<file path="src/rtl/up_sample_2x_pkg.sv">
// Shared definitions for the pyramid pixel pipeline: default image geometry,
// pixel width and the upsampler's row-copy state encoding.
package up_sample_2x_pkg;

  // Downsampled image geometry, shared with the down-sampler and Gaussian wrapper.
  localparam int IMG_W  = 320;
  localparam int IMG_H  = 240;
  localparam int PIX_DW = 8;

  // LIVE builds the first copy of a row from the FIFO; REPLAY rebuilds it from the line buffer.
  typedef enum logic {
    LIVE   = 1'b0,
    REPLAY = 1'b1
  } us_state_e;

endpackage

</file>
<file path="src/rtl/up_sample_2x_line_buf_ram.sv">
// Simple dual-port line buffer holding one input row: synchronous write,
// synchronous read with one cycle of latency, written to map onto block RAM.
module line_buf_ram #(
  parameter int DEPTH = 320,
  parameter int AW    = 9,
  parameter int DW    = 8
) (
  input  logic          clk,
  input  logic          we,
  input  logic [AW-1:0] waddr,
  input  logic [DW-1:0] wdata,
  input  logic [AW-1:0] raddr,
  output logic [DW-1:0] rdata
);

  logic [DW-1:0] mem [DEPTH];

  // NOTE: no reset on the array or its read register; a reset would stop block-RAM inference,
  // and every entry is written in LIVE before REPLAY ever reads it.
  always_ff @(posedge clk) begin
    if (we) mem[waddr] <= wdata;
    rdata <= mem[raddr];
  end

endmodule

</file>
<file path="src/rtl/up_sample_2x.sv">
// 2x pixel upsampler: each popped pixel is emitted twice per row, and each row is
// emitted twice, the second copy replayed from an internal line buffer.
module up_sample_2x
  import up_sample_2x_pkg::*;
#(
  parameter int IN_W = IMG_W,
  parameter int IN_H = IMG_H,
  parameter int DW   = PIX_DW,
  parameter int CW   = $clog2(IN_W),
  parameter int RW   = $clog2(IN_H)
) (
  input  logic          clk,
  input  logic          rst,
  input  logic          fifo_empty,
  output logic          fifo_rd_en,
  input  logic          fifo_valid,
  input  logic [DW-1:0] fifo_dout,
  output logic [DW-1:0] dout,
  output logic          dout_valid,
  input  logic          dout_ready,
  output logic          dout_eol,
  output logic          dout_eof,
  output logic          err_ovf
);

  localparam logic [CW:0]   LAST_COL = (CW+1)'(2*IN_W - 1);
  localparam logic [CW:0]   PRE_LAST = (CW+1)'(2*IN_W - 2);
  localparam logic [CW:0]   ROW_PIX  = (CW+1)'(IN_W);
  localparam logic [RW-1:0] LAST_ROW = RW'(IN_H - 1);

  us_state_e     state;
  logic [CW:0]   col;      // output beat index within the current row
  logic [CW:0]   rd_cnt;   // FIFO reads issued in the current LIVE row
  logic [CW:0]   rep_cnt;  // line-buffer entries loaded in the current REPLAY row
  logic [RW-1:0] row;
  logic          pending;
  logic          phase;    // 0: first copy of the held pixel, 1: second copy
  logic [DW-1:0] ram_q;

  logic accept;
  logic hold_free;
  logic row_done;
  logic live_load;
  logic rep_load;
  logic rd_ok;

  assign accept    = dout_valid && dout_ready;
  // The hold register is free when empty or when its second copy leaves this cycle.
  assign hold_free = !dout_valid || (accept && phase);
  assign row_done  = accept && phase && (col == LAST_COL);
  assign live_load = fifo_valid && pending;
  assign rep_load  = (state == REPLAY) && hold_free && (rep_cnt < ROW_PIX);
  assign rd_ok     = (state == LIVE) && !fifo_empty && !pending && hold_free
                     && (rd_cnt < ROW_PIX);
  // NOTE: rd_en is decoded from live flops and inputs, so it is masked while rst is held
  // to keep every output at 0 during reset.
  assign fifo_rd_en = rd_ok && !rst;

  // At a FIFO capture the hold register is empty, so col is exactly twice the pixel column.
  line_buf_ram #(
    .DEPTH (IN_W),
    .AW    (CW),
    .DW    (DW)
  ) u_line_buf (
    .clk   (clk),
    .we    (live_load),
    .waddr (col[CW:1]),
    .wdata (fifo_dout),
    .raddr (rep_cnt[CW-1:0]),
    .rdata (ram_q)
  );

  always_ff @(posedge clk or posedge rst) begin
    if (rst) begin
      state      <= LIVE;
      col        <= '0;
      row        <= '0;
      rd_cnt     <= '0;
      rep_cnt    <= '0;
      pending    <= 1'b0;
      phase      <= 1'b0;
      dout       <= '0;
      dout_valid <= 1'b0;
      dout_eol   <= 1'b0;
      dout_eof   <= 1'b0;
      err_ovf    <= 1'b0;
    end else begin
      if (fifo_rd_en) pending <= 1'b1;
      else if (fifo_valid) pending <= 1'b0;

      if (fifo_valid && !pending) err_ovf <= 1'b1;
      if (fifo_rd_en) rd_cnt <= rd_cnt + 1'b1;

      if (live_load) begin
        dout       <= fifo_dout;
        dout_valid <= 1'b1;
        phase      <= 1'b0;
        dout_eol   <= 1'b0;
        dout_eof   <= 1'b0;
      end else if (rep_load) begin
        // rep_cnt is held for at least one cycle before each load, so ram_q matches it.
        dout       <= ram_q;
        dout_valid <= 1'b1;
        phase      <= 1'b0;
        dout_eol   <= 1'b0;
        dout_eof   <= 1'b0;
        rep_cnt    <= rep_cnt + 1'b1;
      end else if (accept) begin
        if (!phase) begin
          phase    <= 1'b1;
          dout_eol <= (col == PRE_LAST);
          dout_eof <= (state == REPLAY) && (col == PRE_LAST) && (row == LAST_ROW);
        end else begin
          dout_valid <= 1'b0;
          dout_eol   <= 1'b0;
          dout_eof   <= 1'b0;
        end
      end

      if (accept) col <= (col == LAST_COL) ? '0 : col + 1'b1;

      if (row_done) begin
        unique case (state)
          LIVE: begin
            state  <= REPLAY;
            rd_cnt <= '0;
          end
          REPLAY: begin
            state   <= LIVE;
            rep_cnt <= '0;
            row     <= (row == LAST_ROW) ? '0 : row + 1'b1;
          end
          default: state <= LIVE;
        endcase
      end
    end
  end

endmodule

</file>
<file path="config.mk">
export PLATFORM = sky130hd
export DESIGN_NAME = up_sample_2x
export DESIGN_NICKNAME = d
export VERILOG_FILES = /design/src/rtl/up_sample_2x_pkg.sv /design/src/rtl/up_sample_2x_line_buf_ram.sv /design/src/rtl/up_sample_2x.sv
export SDC_FILE = /design/constraint.sdc
export NUM_CORES = 2
export LEC_CHECK = 0
export CAP_MARGIN = 10
export CORE_AREA = 10 10 424 426
export DETAILED_ROUTE_END_ITERATION = 10
export DIE_AREA = 0 0 434 436
export PLACE_DENSITY_LB_ADDON = 0.12
export SLEW_MARGIN = 10
export SYNTH_ARGS = -nofsm -noshare
export SYNTH_HDL_FRONTEND = slang
export SYNTH_SLANG_ARGS = --single-unit
export TNS_END_PERCENT = 30
</file>
<file path="constraint.sdc">
create_clock -name clk -period 8.1 [get_ports clk]
set_clock_uncertainty 0.15 [all_clocks]
set_input_delay 1.215 -clock clk [delete_from_list [all_inputs] [get_ports clk]]
set_output_delay 1.215 -clock clk [all_outputs]
set_load 0.1 [all_outputs]
</file>
==> summary.md <==
| Metric | Value |
|---|---|
| Worst-Margin Slew | `1.45 ns` |
| Clk pwr share | `0.437` |
| Core Region | `171,000 µm²` |
| Worst R2R Setup Slack | `3.14 ns` |
| PostCTS Resize Cnt | `0` |
| R2R depth | `7` |
| Post-synthesis register bit count | `2,621` |
| Crit Path Max Fanout | `109` |
| Port Buffers | `25` |
| Switching fraction of total power | `0.204` |
| CTS Buffer Depth | `4` |
| Area growth syn-to-layout | `10.9%` |
| Failing checks | `max-capacitance violations` |
| Detailed Place HPWL | `158 mm` |
| Setup-failing EPs final | `0` |
| Vias/cell | `6.93` |
| Synth unique cells | `70` |
| First-pass DRT Iterations | `5` |
| Area leader, netlist | `edfxtp_1` |
| Min Tclk post-route | `4.96 ns` |
| Sequential share of power | `0.537` |
| Critical path type | `reg2reg` |
| Worst reg2reg path startpoint | `rep_cnt[0]` |
| Number of global-route vias before repair | `50,900` |
| Routed WL | `272 mm` |
| Via count | `51,700` |
| Switch Pwr | `5.70 mW` |
| Final Max Tran Viols | `0` |
| Worst endpoint data arrival time | `5.59 ns` |
| Worst hold path type | `reg2reg` |
| Critical-path top delay cell | `a2111oi_0` |
| Leakage | `35.7 nW` |
| Fmax | `202 MHz` |
| Die Ht | `436 µm` |
| DRT iter0 DRCs | `7,780` |
| Rows | `152` |
| Final instance area | `113,000 µm²` |
| Combinational power share | `0.025` |
| H-tree lvl count | `5` |
| Max-slew headroom at the worst pin | `0.00965` |
| Gr ovfl total | `0` |
| IO Pins | `26` |
| Routability cong. | `0.870` |
| Hold path start | `err_ovf` |
| RSZ-0062 raised after global routing | `no` |
| Post-Syn Nets | `4,933` |
| Post-route antenna net violation count | `0` |
| Startpoint Class | `flop` |
| Main area contributors after synthesis | `edfxtp_1 75%, mux4_2 14%, mux2i_1 1.9%` |
| Commonest non-fill, non-tap cell in the layout | `edfxtp_1` |
| Clk pin slew, worst setup/hold paths | `0.06 ns` |
| Final Hold Viols | `0` |
| Worst Hold Path EP | `err_ovf` |
| Final period util | `0.612` |
| Power per standard cell area | `246 nW/µm²` |
| Number of synthesized flops with an enable pin | `2,560` |
| Status | `complete, but fails checks` |
| Clock Latency Late Sink | `0.92 ns` |
| Placed Area | `105,000 µm²` |
| Sequential area share after synthesis | `0.767` |
| Setup tns final | `0 ns` |
| Initial antenna violation count | `4` |
| Max_cap viols | `1` |
| DIE AREA | `189,000 µm²` |
| Hold_buf cts | `0` |
| Die W | `434 µm` |
| Ys flop type | `edfxtp_1` |
| Number of post-CTS setup repair buffers | `0` |
| CP peak stage delay | `1.23 ns` |
| Cells after synthesis | `4,915` |
| Maximum VDD drop | `0.237 mV` |
| Commonest non-fill, non-tap cells in the layout | `2,560 x edfxtp_1, 621 x mux4_2, 407 x nor2_1` |
| Async set-reset flop share out of synthesis | `0.0202` |
| CP cell instances | `buf_12, nand3b_1, buf_4, o22ai_1, a2111oi_0, o41ai_2, o32a_1` |
| Yosys warning total | `0` |
| Mapped Area | `102,000 µm²` |
| Critical R2R Capture | `u_line_buf.rdata[3]` |
| Share of cells above drive strength 1 | `0.220` |
| Final nets | `5,039` |
| Global-route wire length before repair | `388 mm` |
| Crit path capture type | `flop` |
| Pint | `22.2 mW` |
| DR WL/cell | `36.6 µm` |
| Total GRT Usage | `0.289` |
| CTS sink cnt | `2,621` |
| Data required time of the worst path | `8.74 ns` |
| DRC Markers | `0` |
| Largest net degree at the start of global routing | `157` |
| Synth top area share | `0.753` |
| TritonCTS clock tree | `done` |
| Total CTS buffers | `278` |
| WHS Path Cells | `1` |
| Synthesized area per cell | `20.8 µm²` |
| Root buf cell | `clkbuf_16` |
| Initial core utilization | `0.597` |
## cells in the mapped netlist, types with 20 or more instances
cell      number
dfrtp_1       53
a22oi_1       57
edfxtp_1    2560
nand2_1      172
o22ai_1       24
a221oi_1      32
nor3_1        29
buf_2         80
xnor2_1       20
o21ai_0       50
nand3_1       53
a21oi_1       77
buf_6         28
mux4_2       621
nor2_1       409
clkbuf_1     129
mux2i_1      191
o221ai_1      21
nor2b_1       20
buf_4         45
## layer usage
metal,GRT usage,vias up,share of wire
met4,0.116,4,0.047
li1,-,20500,-
met2,0.443,3306,0.47
met3,0.0660,620,0.10
met5,0,-,0.000092
met1,0.407,27200,0.38
## power by group through the flow
stage          Clock [mW]  Combinational (mW)  Sequential (mW)
2_1_floorplan           0               0.139             15.4
3_3_place_gp            0               0.703             15.3
3_5_place_dp            0               0.715             15.3
4_1_cts              12.3               0.715             15.0
5_1_grt              12.8               0.741             15.0
6_report             12.2               0.708             15.0
## registers in the layout, summed over array words and instances, names as in the netlist, 8 cells and up
name              cells
dout                  8
row                   8
rep_cnt              10
rd_cnt               10
u_line_buf.rdata      8
col                  10
u_line_buf.mem     2560
## cell families after synthesis
logic type | Yosys count | share of synthesized area
xor gates and xnor gates | 26 | 0.00223
and+or+nand+nor | 751 | 0.0310
AOI/OAI and AO/OA | 375 | 0.0256
buffers and inverters | 319 | 0.0170
DFF | 2621 | 0.767
adders and majority gates | 5 | 0.000613
muxes | 818 | 0.156
## how the worst max path moves through the flow
stage	depth (start not counted)	to	slack (ns)	startpoint
3_3_place_gp	6	u_line_buf.mem[284][1]	2.79	fifo_valid
4_1_cts	7	u_line_buf.rdata[3]	3.23	rep_cnt[0]
3_5_place_dp	6	u_line_buf.mem[60][5]	2.67	fifo_valid
6_report	7	u_line_buf.rdata[3]	3.14	rep_cnt[0]
5_1_grt	7	u_line_buf.rdata[3]	3.16	rep_cnt[0]
2_1_floorplan	3	fifo_rd_en	4.56	rst
## per-stage QoR
stage	util	std cells	worst slack [ns]	power (mW)	hold slack [ns]
after floorplan	-	4915	4.56	15.6	0.306
after global placement	0.612	6974	2.79	16.0	0.298
after detailed placement	0.612	6974	2.67	16.0	0.293
after CTS	0.663	7450	3.23	28.0	0.315
after global routing	0.663	7450	3.16	28.6	0.328
final	0.663	7452	3.14	27.9	0.313
## area by class of cell
class,instances,area (µm²)
Antenna cell,2,5.00
Clock buffer,341,7380
Clock inverter,135,1230
Fill cell,10800,57700
Inverter,17,71.3
Multi-Input combinational cell,1975,22200
Sequential cell,2621,78400
Tap cell,2233,2790
Timing Repair Buffer,128,1250
## worst max-delay path: cells and delay by family (launching register included)
family / cells / cell delay (ns)
AO/OA/AOI/OAI: 4 / 2.20
buffers and inverters: 2 / 1.11
flip-flops: 1 / 0.79
AND/OR/NAND/NOR: 1 / 0.47
(Power assumes the default switching activity.)
